File: config.mk
export PLATFORM = sky130hd
export DESIGN_NAME = rgb_paleta
export DESIGN_NICKNAME = d
export VERILOG_FILES = /design/src/rtl/rgb_paleta.sv
export SDC_FILE = /design/constraint.sdc
export NUM_CORES = 1
export LEC_CHECK = 0
export CORE_ASPECT_RATIO = 2
export CORE_MARGIN = 4
export CORE_UTILIZATION = 36
export CTS_CLUSTER_SIZE = 30
export DETAILED_ROUTE_END_ITERATION = 8
export PLACE_DENSITY = 0.57
export SETUP_SLACK_MARGIN = 0.15
export SYNTH_ARGS = -nofsm -noshare
export SYNTH_HDL_FRONTEND = slang
export SYNTH_SLANG_ARGS = --single-unit
File: constraint.sdc
create_clock -name clk -period 5.09 [get_ports clk]
set_clock_uncertainty 0.15 [all_clocks]
set_input_delay 1.018 -clock clk [delete_from_list [all_inputs] [get_ports clk]]
set_output_delay 1.018 -clock clk [all_outputs]
set_load 0.1 [all_outputs]
File: src/rtl/rgb_paleta.sv
// rgb_paleta: pixel colouring for a clock/date display.
// Classifies each pixel (blank, border, highlighted text, font, background),
// looks its colour up in a five-entry writable palette and presents it two
// clocks after the pixel inputs.
//
// Ports:
//   clk, resetM                 pixel clock, synchronous active-high reset
//   P_FECHA, P_HORA, P_CRONO    active-field selects (pick highlighted text)
//   A_A                         edit mode, enables blinking of highlighted text
//   H_ON, V_ON                  visible-region flags
//   Qh, Qv                      current pixel column / row
//   BIT_FUENTE                  font pixel at (Qh,Qv)
//   pal_we/pal_addr/pal_data    palette write request (held until pal_ack)
//   pal_ack                     one-cycle write acknowledge
//   R, G, B                     pixel colour
//   Impresion                   pixel is ink (border, font or highlight)
//   ON_d                        H_ON&V_ON aligned with R/G/B
module rgb_paleta #(
  parameter int CW           = 4,
  parameter int HB0          = 48,
  parameter int HB1          = 684,
  parameter int HBW          = 4,
  parameter int VB0          = 33,
  parameter int VB0W         = 2,
  parameter int VB1          = 511,
  parameter int VB1W         = 3,
  parameter int BLINK_FRAMES = 30
) (
  input  logic            clk,
  input  logic            resetM,
  input  logic            P_FECHA,
  input  logic            P_HORA,
  input  logic            P_CRONO,
  input  logic            A_A,
  input  logic            H_ON,
  input  logic            V_ON,
  input  logic [9:0]      Qh,
  input  logic [9:0]      Qv,
  input  logic            BIT_FUENTE,
  input  logic            pal_we,
  input  logic [2:0]      pal_addr,
  input  logic [3*CW-1:0] pal_data,
  output logic            pal_ack,
  output logic [CW-1:0]   R,
  output logic [CW-1:0]   G,
  output logic [CW-1:0]   B,
  output logic            Impresion,
  output logic            ON_d
);

  // Class codes double as palette indices.
  typedef enum logic [2:0] {
    CL_BACK   = 3'd0,
    CL_FONT   = 3'd1,
    CL_HILITE = 3'd2,
    CL_BORDER = 3'd3,
    CL_BLANK  = 3'd4
  } pix_class_t;

  localparam int CNTW = (BLINK_FRAMES > 1) ? $clog2(BLINK_FRAMES) : 1;
  localparam logic [CNTW-1:0] CNT_LAST = CNTW'(BLINK_FRAMES - 1);

  // Rescale a 4-bit design colour nibble to CW bits (truncating).
  function automatic logic [CW-1:0] scale(input int v);
    int s;
    s = v * ((1 << CW) - 1) / 15;
    return s[CW-1:0];
  endfunction

  function automatic logic [3*CW-1:0] pal_default(input int idx);
    case (idx)
      0:       return {scale(12), scale(15), scale(9)};
      1:       return {scale(3),  scale(3),  scale(3)};
      2:       return {scale(0),  scale(9),  scale(4)};
      3:       return {scale(3),  scale(6),  scale(0)};
      default: return '0;
    endcase
  endfunction

  // Half-open unsigned band test [lo, lo+w).
  function automatic logic in_band(input logic [9:0] q, input int lo, input int w);
    int qi;
    qi = int'(q);
    return (qi >= lo) && (qi < lo + w);
  endfunction

  logic            on;
  logic            border;
  logic            highlighted;
  logic            frame_tick;
  logic            accept;
  pix_class_t      class_next;

  pix_class_t      class_reg;
  logic            on_reg;
  logic [3*CW-1:0] pal_reg [0:4];
  logic            ack_reg;
  logic            prev_zero_reg;
  logic [CNTW-1:0] cnt_reg;
  logic            blink_vis_reg;
  logic [CW-1:0]   r_reg, g_reg, b_reg;
  logic            imp_reg;
  logic            on_d_reg;

  assign on          = H_ON & V_ON;
  assign border      = on & (in_band(Qh, HB0, HBW) | in_band(Qh, HB1, HBW) |
                             in_band(Qv, VB0, VB0W) | in_band(Qv, VB1, VB1W));
  assign highlighted = (P_FECHA & ~P_HORA) | (P_HORA & ~P_FECHA & P_CRONO);
  assign frame_tick  = (Qh == 10'd0) && (Qv == 10'd0) && !prev_zero_reg;
  // Gating on ack_reg spaces held requests to one write every two cycles.
  assign accept      = pal_we & ~on & ~ack_reg;

  always_comb begin
    class_next = CL_BACK;
    if (!on)
      class_next = CL_BLANK;
    else if (border)
      class_next = CL_BORDER;
    else if (BIT_FUENTE && highlighted)
      class_next = blink_vis_reg ? CL_HILITE : CL_BACK;
    else if (BIT_FUENTE)
      class_next = CL_FONT;
  end

  // Stage 1: classify.
  always_ff @(posedge clk) begin
    if (resetM) begin
      class_reg <= CL_BLANK;
      on_reg    <= 1'b0;
    end else begin
      class_reg <= class_next;
      on_reg    <= on;
    end
  end

  // Stage 2: palette lookup.
  always_ff @(posedge clk) begin
    if (resetM) begin
      r_reg    <= '0;
      g_reg    <= '0;
      b_reg    <= '0;
      imp_reg  <= 1'b0;
      on_d_reg <= 1'b0;
    end else begin
      r_reg    <= pal_reg[class_reg][3*CW-1 -: CW];
      g_reg    <= pal_reg[class_reg][2*CW-1 -: CW];
      b_reg    <= pal_reg[class_reg][CW-1:0];
      imp_reg  <= (class_reg == CL_BORDER) || (class_reg == CL_FONT) ||
                  (class_reg == CL_HILITE);
      on_d_reg <= on_reg;
    end
  end

  // Palette and write handshake; addresses 5..7 are acknowledged but ignored.
  always_ff @(posedge clk) begin
    if (resetM) begin
      for (int i = 0; i < 5; i++)
        pal_reg[i] <= pal_default(i);
      ack_reg <= 1'b0;
    end else begin
      ack_reg <= accept;
      if (accept && (pal_addr < 3'd5))
        pal_reg[pal_addr] <= pal_data;
    end
  end

  // Frame counter and blink phase.
  always_ff @(posedge clk) begin
    if (resetM) begin
      prev_zero_reg <= 1'b1;
      cnt_reg       <= '0;
      blink_vis_reg <= 1'b1;
    end else begin
      prev_zero_reg <= (Qh == 10'd0) && (Qv == 10'd0);
      if (!A_A) begin
        cnt_reg       <= '0;
        blink_vis_reg <= 1'b1;
      end else if (frame_tick) begin
        if (cnt_reg == CNT_LAST) begin
          cnt_reg       <= '0;
          blink_vis_reg <= ~blink_vis_reg;
        end else begin
          cnt_reg <= cnt_reg + 1'b1;
        end
      end
    end
  end

  assign R         = r_reg;
  assign G         = g_reg;
  assign B         = b_reg;
  assign Impresion = imp_reg;
  assign ON_d      = on_d_reg;
  assign pal_ack   = ack_reg;

endmodule

==> flow_summary.toml, run 1 <==
[finish]
post_route_cells_drive_above_1_share = 0.1618
syn_to_final_growth_pct = 31.63
fin_nets = 479
largest_reg_flops = 96
n_antenna_cell = 0
final_util = 0.4824

[route]
drc = 0
antenna_left = 0
first_pass_iters = 4
wl_per_cell_um = 17.05
vias = 3032
wl_mm = 10.81
viasPerCell = 4.782
first_iter_violations = 223

[logic_synthesis]
synth_top_area_cell = "edfxtp_1"
ys_ff_latch = 122
yosysMostFrequentCell = "edfxtp_1"
synthesis.area_sq_mm = 0.005091
avgSynthCellArea_sq_um = 15.52
ys.flop_type = "edfxtp_1"
synth_cell_type_count = 41
syn-instance-count = 328
async_flop_share = 0
netlist_top_cells_count = "edfxtp_1 (96), and2_1 (39), dfxtp_1 (26)"
synth_area_leaders = "edfxtp_1 (57%), mux4_2 (11%), dfxtp_1 (10%)"
synth_top_area_frac = 0.5662
synth-edff-count = 96
ys_seq_area_frac = 0.6685
yosys_warnings = 0

[place]
place_hpwl_mm = 7.717
numPortBuffers = 59
place_congestion = 0.7411
pre_cts_ws_ns = 1.567

[sta]
rsz0062_at_grt = "false"
slew_headroom = 0.3241
setup_violations = 0
worstMarginPinSlew_ns = 1.011
finalHoldViolations = 0
finalCriticalPeriod_ns = 3.103
slew_viol_final = 0
fmax_mhz = 322.3
period_share = 0.6096
fin_setup_tns_ns = 0
setup_ws_ns = 1.987

[clocking]
post-cts-setup-buffers = 0
cts-resized-gates = 0
htreeDepth = 4
cts_hold_buf = 0
cts_inserted_buffers = 17
cts-root-buf = "clkbuf_16"
clock-sinks = 122
cts_tree = "done"
clock_latency_ns = 0.41
clkTransAtPathRegs_ns = 0.05
cts_max_path_buffers = 2

[floorplanning]
fp.dieH_um = 176.2
start_util = 0.3665
ioPinCount = 60
design.core.area_sq_mm = 0.01389
die_w_um = 92.09
dieArea_sq_mm = 0.01622
rows = 61

[grt]
grt-busiest-layer = "met2"
grt_max_degree = 26
grt_util_met1 = 0.1461
gr-usage-met2 = 0.2674
grt_pass1_vias = 3220
grt_pass1_wl_mm = 17.08
antenna_found_initial = 0
grt_use_met3 = 0.03625
grt.overflow.total = 0
track_usage = 0.1423

[critical_path]
crit_arrival_ns = 2.99
crit_type = "in2reg"
critPathLaunch = "resetM"
worstReg2RegStart = "pal_ack$_SDFF_PP0_"
cp_max_fo = 23
endpoint_kind = "register"
worstPathRequired_ns = 4.98
timing.critical_path.to = "pal_reg[3][8]$_SDFFCE_PN1P_"
start_kind = "input pin"
r2r_end = "pal_reg[3][8]$_SDFFCE_PN1P_"
reg2reg_setup_slack_ns = 2.92
reg2regPathDepth = 5

[run_status]
status = "finished clean"

[flow_run]
maxCapViolCount = 0

[power]
fin_total_pwr_mw = 2.649
p_leak_nw = 2.356
power_density_mw_per_mm2 = 395.3
ir_worst_vdd_uv = 273.1

[worst_hold_path]
min_path_type = "reg2reg"
[per-stage QoR]
| stage | cell area, sq um | hold WS (ns) | std cells |
|---|---|---|---|
| 2_1_floorplan | 5223 | 0.2638 | 363 |
| 3_3_place_gp | 6050 | 0.2834 | 602 |
| 3_5_place_dp | 6050 | 0.2736 | 602 |
| 4_1_cts | 6701 | 0.2986 | 634 |
| 5_1_grt | 6701 | 0.3008 | 634 |
| 6_report | 6701 | 0.2914 | 634 |
[final cells by class]
type | instances | area (sq um)
well taps | 189 | 236.5
multi-input cells | 218 | 1739
clock inverters | 12 | 195.2
repair buffers | 66 | 643.1
fillers | 1294 | 7189
clock buffers | 20 | 456.7
inverters | 7 | 26.28
flip-flops and latches | 122 | 3405
[cell families (layout without fill, tap and decap cells)]
| family | Yosys count | in the layout | share of synthesized area |
|---|---|---|---|
| simple gates | 125 | 125 | 0.1499 |
| flops | 122 | 122 | 0.6685 |
| mux | 37 | 37 | 0.1320 |
| buf+inv | 23 | 105 | 0.01818 |
| compound gates | 17 | 17 | 0.02409 |
| fa+ha+maj | 2 | 2 | 0.004914 |
| other cells | 1 | 36 | 0.0007366 |
| xor+xnor | 1 | 1 | 0.001721 |
[critical path, stage by stage]
cell	delay, ns
clkdlybuf4s50_1	0.39
buf_4	0.22
nor2_1	0.11
nand3_1	0.26
nor4b_2	0.30
buf_4	0.22
or2_1	0.47
[worst min-delay path by stage]
stage          cells after the start         startpoint               to
3_5_place_dp                       1  on_reg$_SDFF_PP0_  ON_d$_SDFF_PP0_
2_1_floorplan                      1  on_reg$_SDFF_PP0_  ON_d$_SDFF_PP0_
5_1_grt                            1  on_reg$_SDFF_PP0_  ON_d$_SDFF_PP0_
6_report                           1  on_reg$_SDFF_PP0_  ON_d$_SDFF_PP0_
4_1_cts                            1  on_reg$_SDFF_PP0_  ON_d$_SDFF_PP0_
3_3_place_gp                       1  on_reg$_SDFF_PP0_  ON_d$_SDFF_PP0_
[where the power goes]
part           internal, mW  switching, mW
Clock                 0.891          0.424
Combinational        0.0751          0.113
Sequential             1.13         0.0189
Total                  2.09          0.555
[routing by layer]
layer	part of all wire	up-vias
met5	0	-
met4	0.021	0
met3	0.045	16
met2	0.58	88
met1	0.35	1508
li1	-	1420
[placed cells by master, fill, tap and decap left out, types with 3 or more instances in the layout]
master and n:
edfxtp_1 96, clkdlybuf4s50_1 59, and2_1 39, conb_1 36, dfxtp_1 25, mux4_2 24
nand2b_1 21, nor2_1 20, clkbuf_16 17, mux2i_1 12, nand3_1 7, buf_4 7
inv_1 6, nor3_1 6, nand2_1 5, or2_1 5, bufinv_16 5, o21ai_0 4
nor4b_2 3, nand4_1 3, or4_1 3, nor2b_1 3, o221a_1 3, a31oi_1 3
clkinvlp_4 3
(Power assumes the default switching activity.)
==> run 2, diff against run 1 <==
PLACE_DENSITY = 0.6   (was 0.57)
clock period = 2.65 ns   (was 5.09 ns; I/O delays follow)
==> run 2 against run 1 <==
  * Sequential power increased by 90%
  * First-iteration DRC count is 32% lower
  * Hold slack better by 0.011 ns
  * Global-route usage rose by 0.49 points
  * Sequential share of layout area decreased by 0.24 points
  * Sequential cell count is the same
  * Worst setup slack lost 1.5 ns
  * Die area unchanged
  * Core utilization grew 0.24 points
  * Combinational power increased by 100%
  * Wire length is 1.9% higher
  * Register-to-register slack got worse by 2.1 ns
==> flow_summary.toml, run 2 (synthesis results as in run 1) <==
[route]
antenna_left = 0
first_iter_violations = 151
drc = 0
wl_mm = 11.01
vias = 3079
viasPerCell = 4.752
first_pass_iters = 4
wl_per_cell_um = 16.99

[sta]
fin_setup_tns_ns = 0
finalHoldViolations = 0
fmax_mhz = 460.0
rsz0062_at_grt = "false"
finalCriticalPeriod_ns = 2.174
slew_viol_final = 0
setup_ws_ns = 0.4761
setup_violations = 0
period_share = 0.8203
holdWs_ns = 0.3021

[critical_path]
worstReg2RegStart = "pal_ack$_SDFF_PP0_"
reg2regPathDepth = 5
worstPathRequired_ns = 2.84
r2r_end = "pal_reg[4][2]$_SDFFCE_PN0P_"
crit_chain = "clkdlybuf4s50_1 > nor4_2 > nand4_1 > or4_1 > a21oi_1"
endpoint_kind = "register"
cpPeakStageDelay_ns = 0.60
start_kind = "input pin"
crit_arrival_ns = 2.36
cp_max_fo = 9
reg2reg_setup_slack_ns = 0.79
slowest_stage = "or4_1"
crit_type = "in2reg"

[grt]
grt_pass1_wl_mm = 17.31
antenna_found_initial = 0
grt_max_degree = 26
track_usage = 0.1471
grt.overflow.total = 0
grt_pass1_vias = 3333

[clocking]
cts-root-buf = "clkbuf_16"
clkTransAtPathRegs_ns = 0.05
cts_inserted_buffers = 17
cts-resized-gates = 0
clock_latency_ns = 0.41
cts_hold_buf = 0
post-cts-setup-buffers = 0
cts_tree = "done"
htreeDepth = 4
clock-sinks = 122
cts_max_path_buffers = 2

[finish]
layout_commonest_cell = "edfxtp_1"
final_util = 0.4849
fin_nets = 493
largest_reg_flops = 96
n_antenna_cell = 0
final_cells = 648
syn_to_final_growth_pct = 32.29
post_route_cells_drive_above_1_share = 0.2200
final_cell_mix = "edfxtp_1 (96), clkdlybuf4s50_1 (44), and2_1 (39), conb_1 (36), buf_4 (35)"

[place]
placed_cells = 616
pre_cts_ws_ns = 0.06924
place_congestion = 0.7599
place_hpwl_mm = 7.639
numPortBuffers = 59

[power]
ir_worst_vdd_uv = 406.3
power_density_mw_per_mm2 = 725.8
p_leak_nw = 2.428

[floorplanning]
ioPinCount = 60
dieArea_sq_mm = 0.01622
start_util = 0.3665
rows = 61
fp.dieH_um = 176.2
die_w_um = 92.09
design.core.area_sq_mm = 0.01389

[worst_hold_path]
holdCritStartpoint = "on_reg$_SDFF_PP0_"
min_delay_worst_endpoint = "ON_d$_SDFF_PP0_"
holdPathStages = 1
min_path_type = "reg2reg"

[flow_run]
maxCapViolCount = 0

[run_status]
status = "finished clean"
[run 2: changes by cell type in the layout (fill, tap and decap cells not counted), sizes merged]
cell,delta
bufinv,-2
buf,+29
clkdlybuf4s50,-15
clkinv,+2
[run 2: metal layers]
| layer | GRT usage | part of all wire | vias up | routed length [um] |
|---|---|---|---|---|
| met1 | 0.1474 | 0.36 | 1531 | 4012 |
| met5 | 0 | 0 | - | 0 |
| met2 | 0.2741 | 0.57 | 82 | 6280 |
| li1 | - | - | 1449 | - |
| met4 | 0.06079 | 0.023 | 0 | 250 |
| met3 | 0.04819 | 0.042 | 17 | 464 |
[run 2: worst max-delay path, delay by kind of cell]
family,cells,cell delay [ns]
compound gates,1,0.15
simple gates,3,1.25
buf+inv,1,0.43
[run 2: final cells by class]
class / instances / area, sq um
fill: 1251 / 7156
sequential: 122 / 3406
multi-input combinational: 218 / 1739
timing repair buffer: 80 / 723.2
clock buffer: 20 / 456.7
tap: 189 / 236.5
clock inverter: 12 / 147.6
inverter: 7 / 26.28
[run 2: where the power goes]
group	total, mW	leakage (nW)	internal (mW)	switching (mW)
Sequential	2.19	1.12	2.16	0.0249
Clock	2.32	0.287	1.52	0.798
Combinational	0.382	1.02	0.153	0.229
Total	4.89	2.43	3.84	1.05
[run 2: through the flow]
step	power [mW]	instance area, sq um
floorplan	2.434	5224
global placement	2.602	6131
detailed placement	2.614	6131
CTS	4.947	6735
global route	5.069	6735
finish	4.888	6735
[run 2: how the worst max path moves through the flow]
stage,from,end,slack (ns),cells past startpoint
after floorplan,pal_ack$_SDFF_PP0_,pal_reg[2][0]$_SDFFCE_PN0P_,0.34,5
after global placement,Qv[8],cnt_reg[1]$_SDFFE_PP0P_,0.12,5
after detailed placement,Qv[8],cnt_reg[1]$_SDFFE_PP0P_,0.07,5
after CTS,Qv[8],cnt_reg[1]$_SDFFE_PP0P_,0.49,5
after global routing,Qv[8],cnt_reg[1]$_SDFFE_PP0P_,0.32,5
final,Qv[8],cnt_reg[1]$_SDFFE_PP0P_,0.48,5
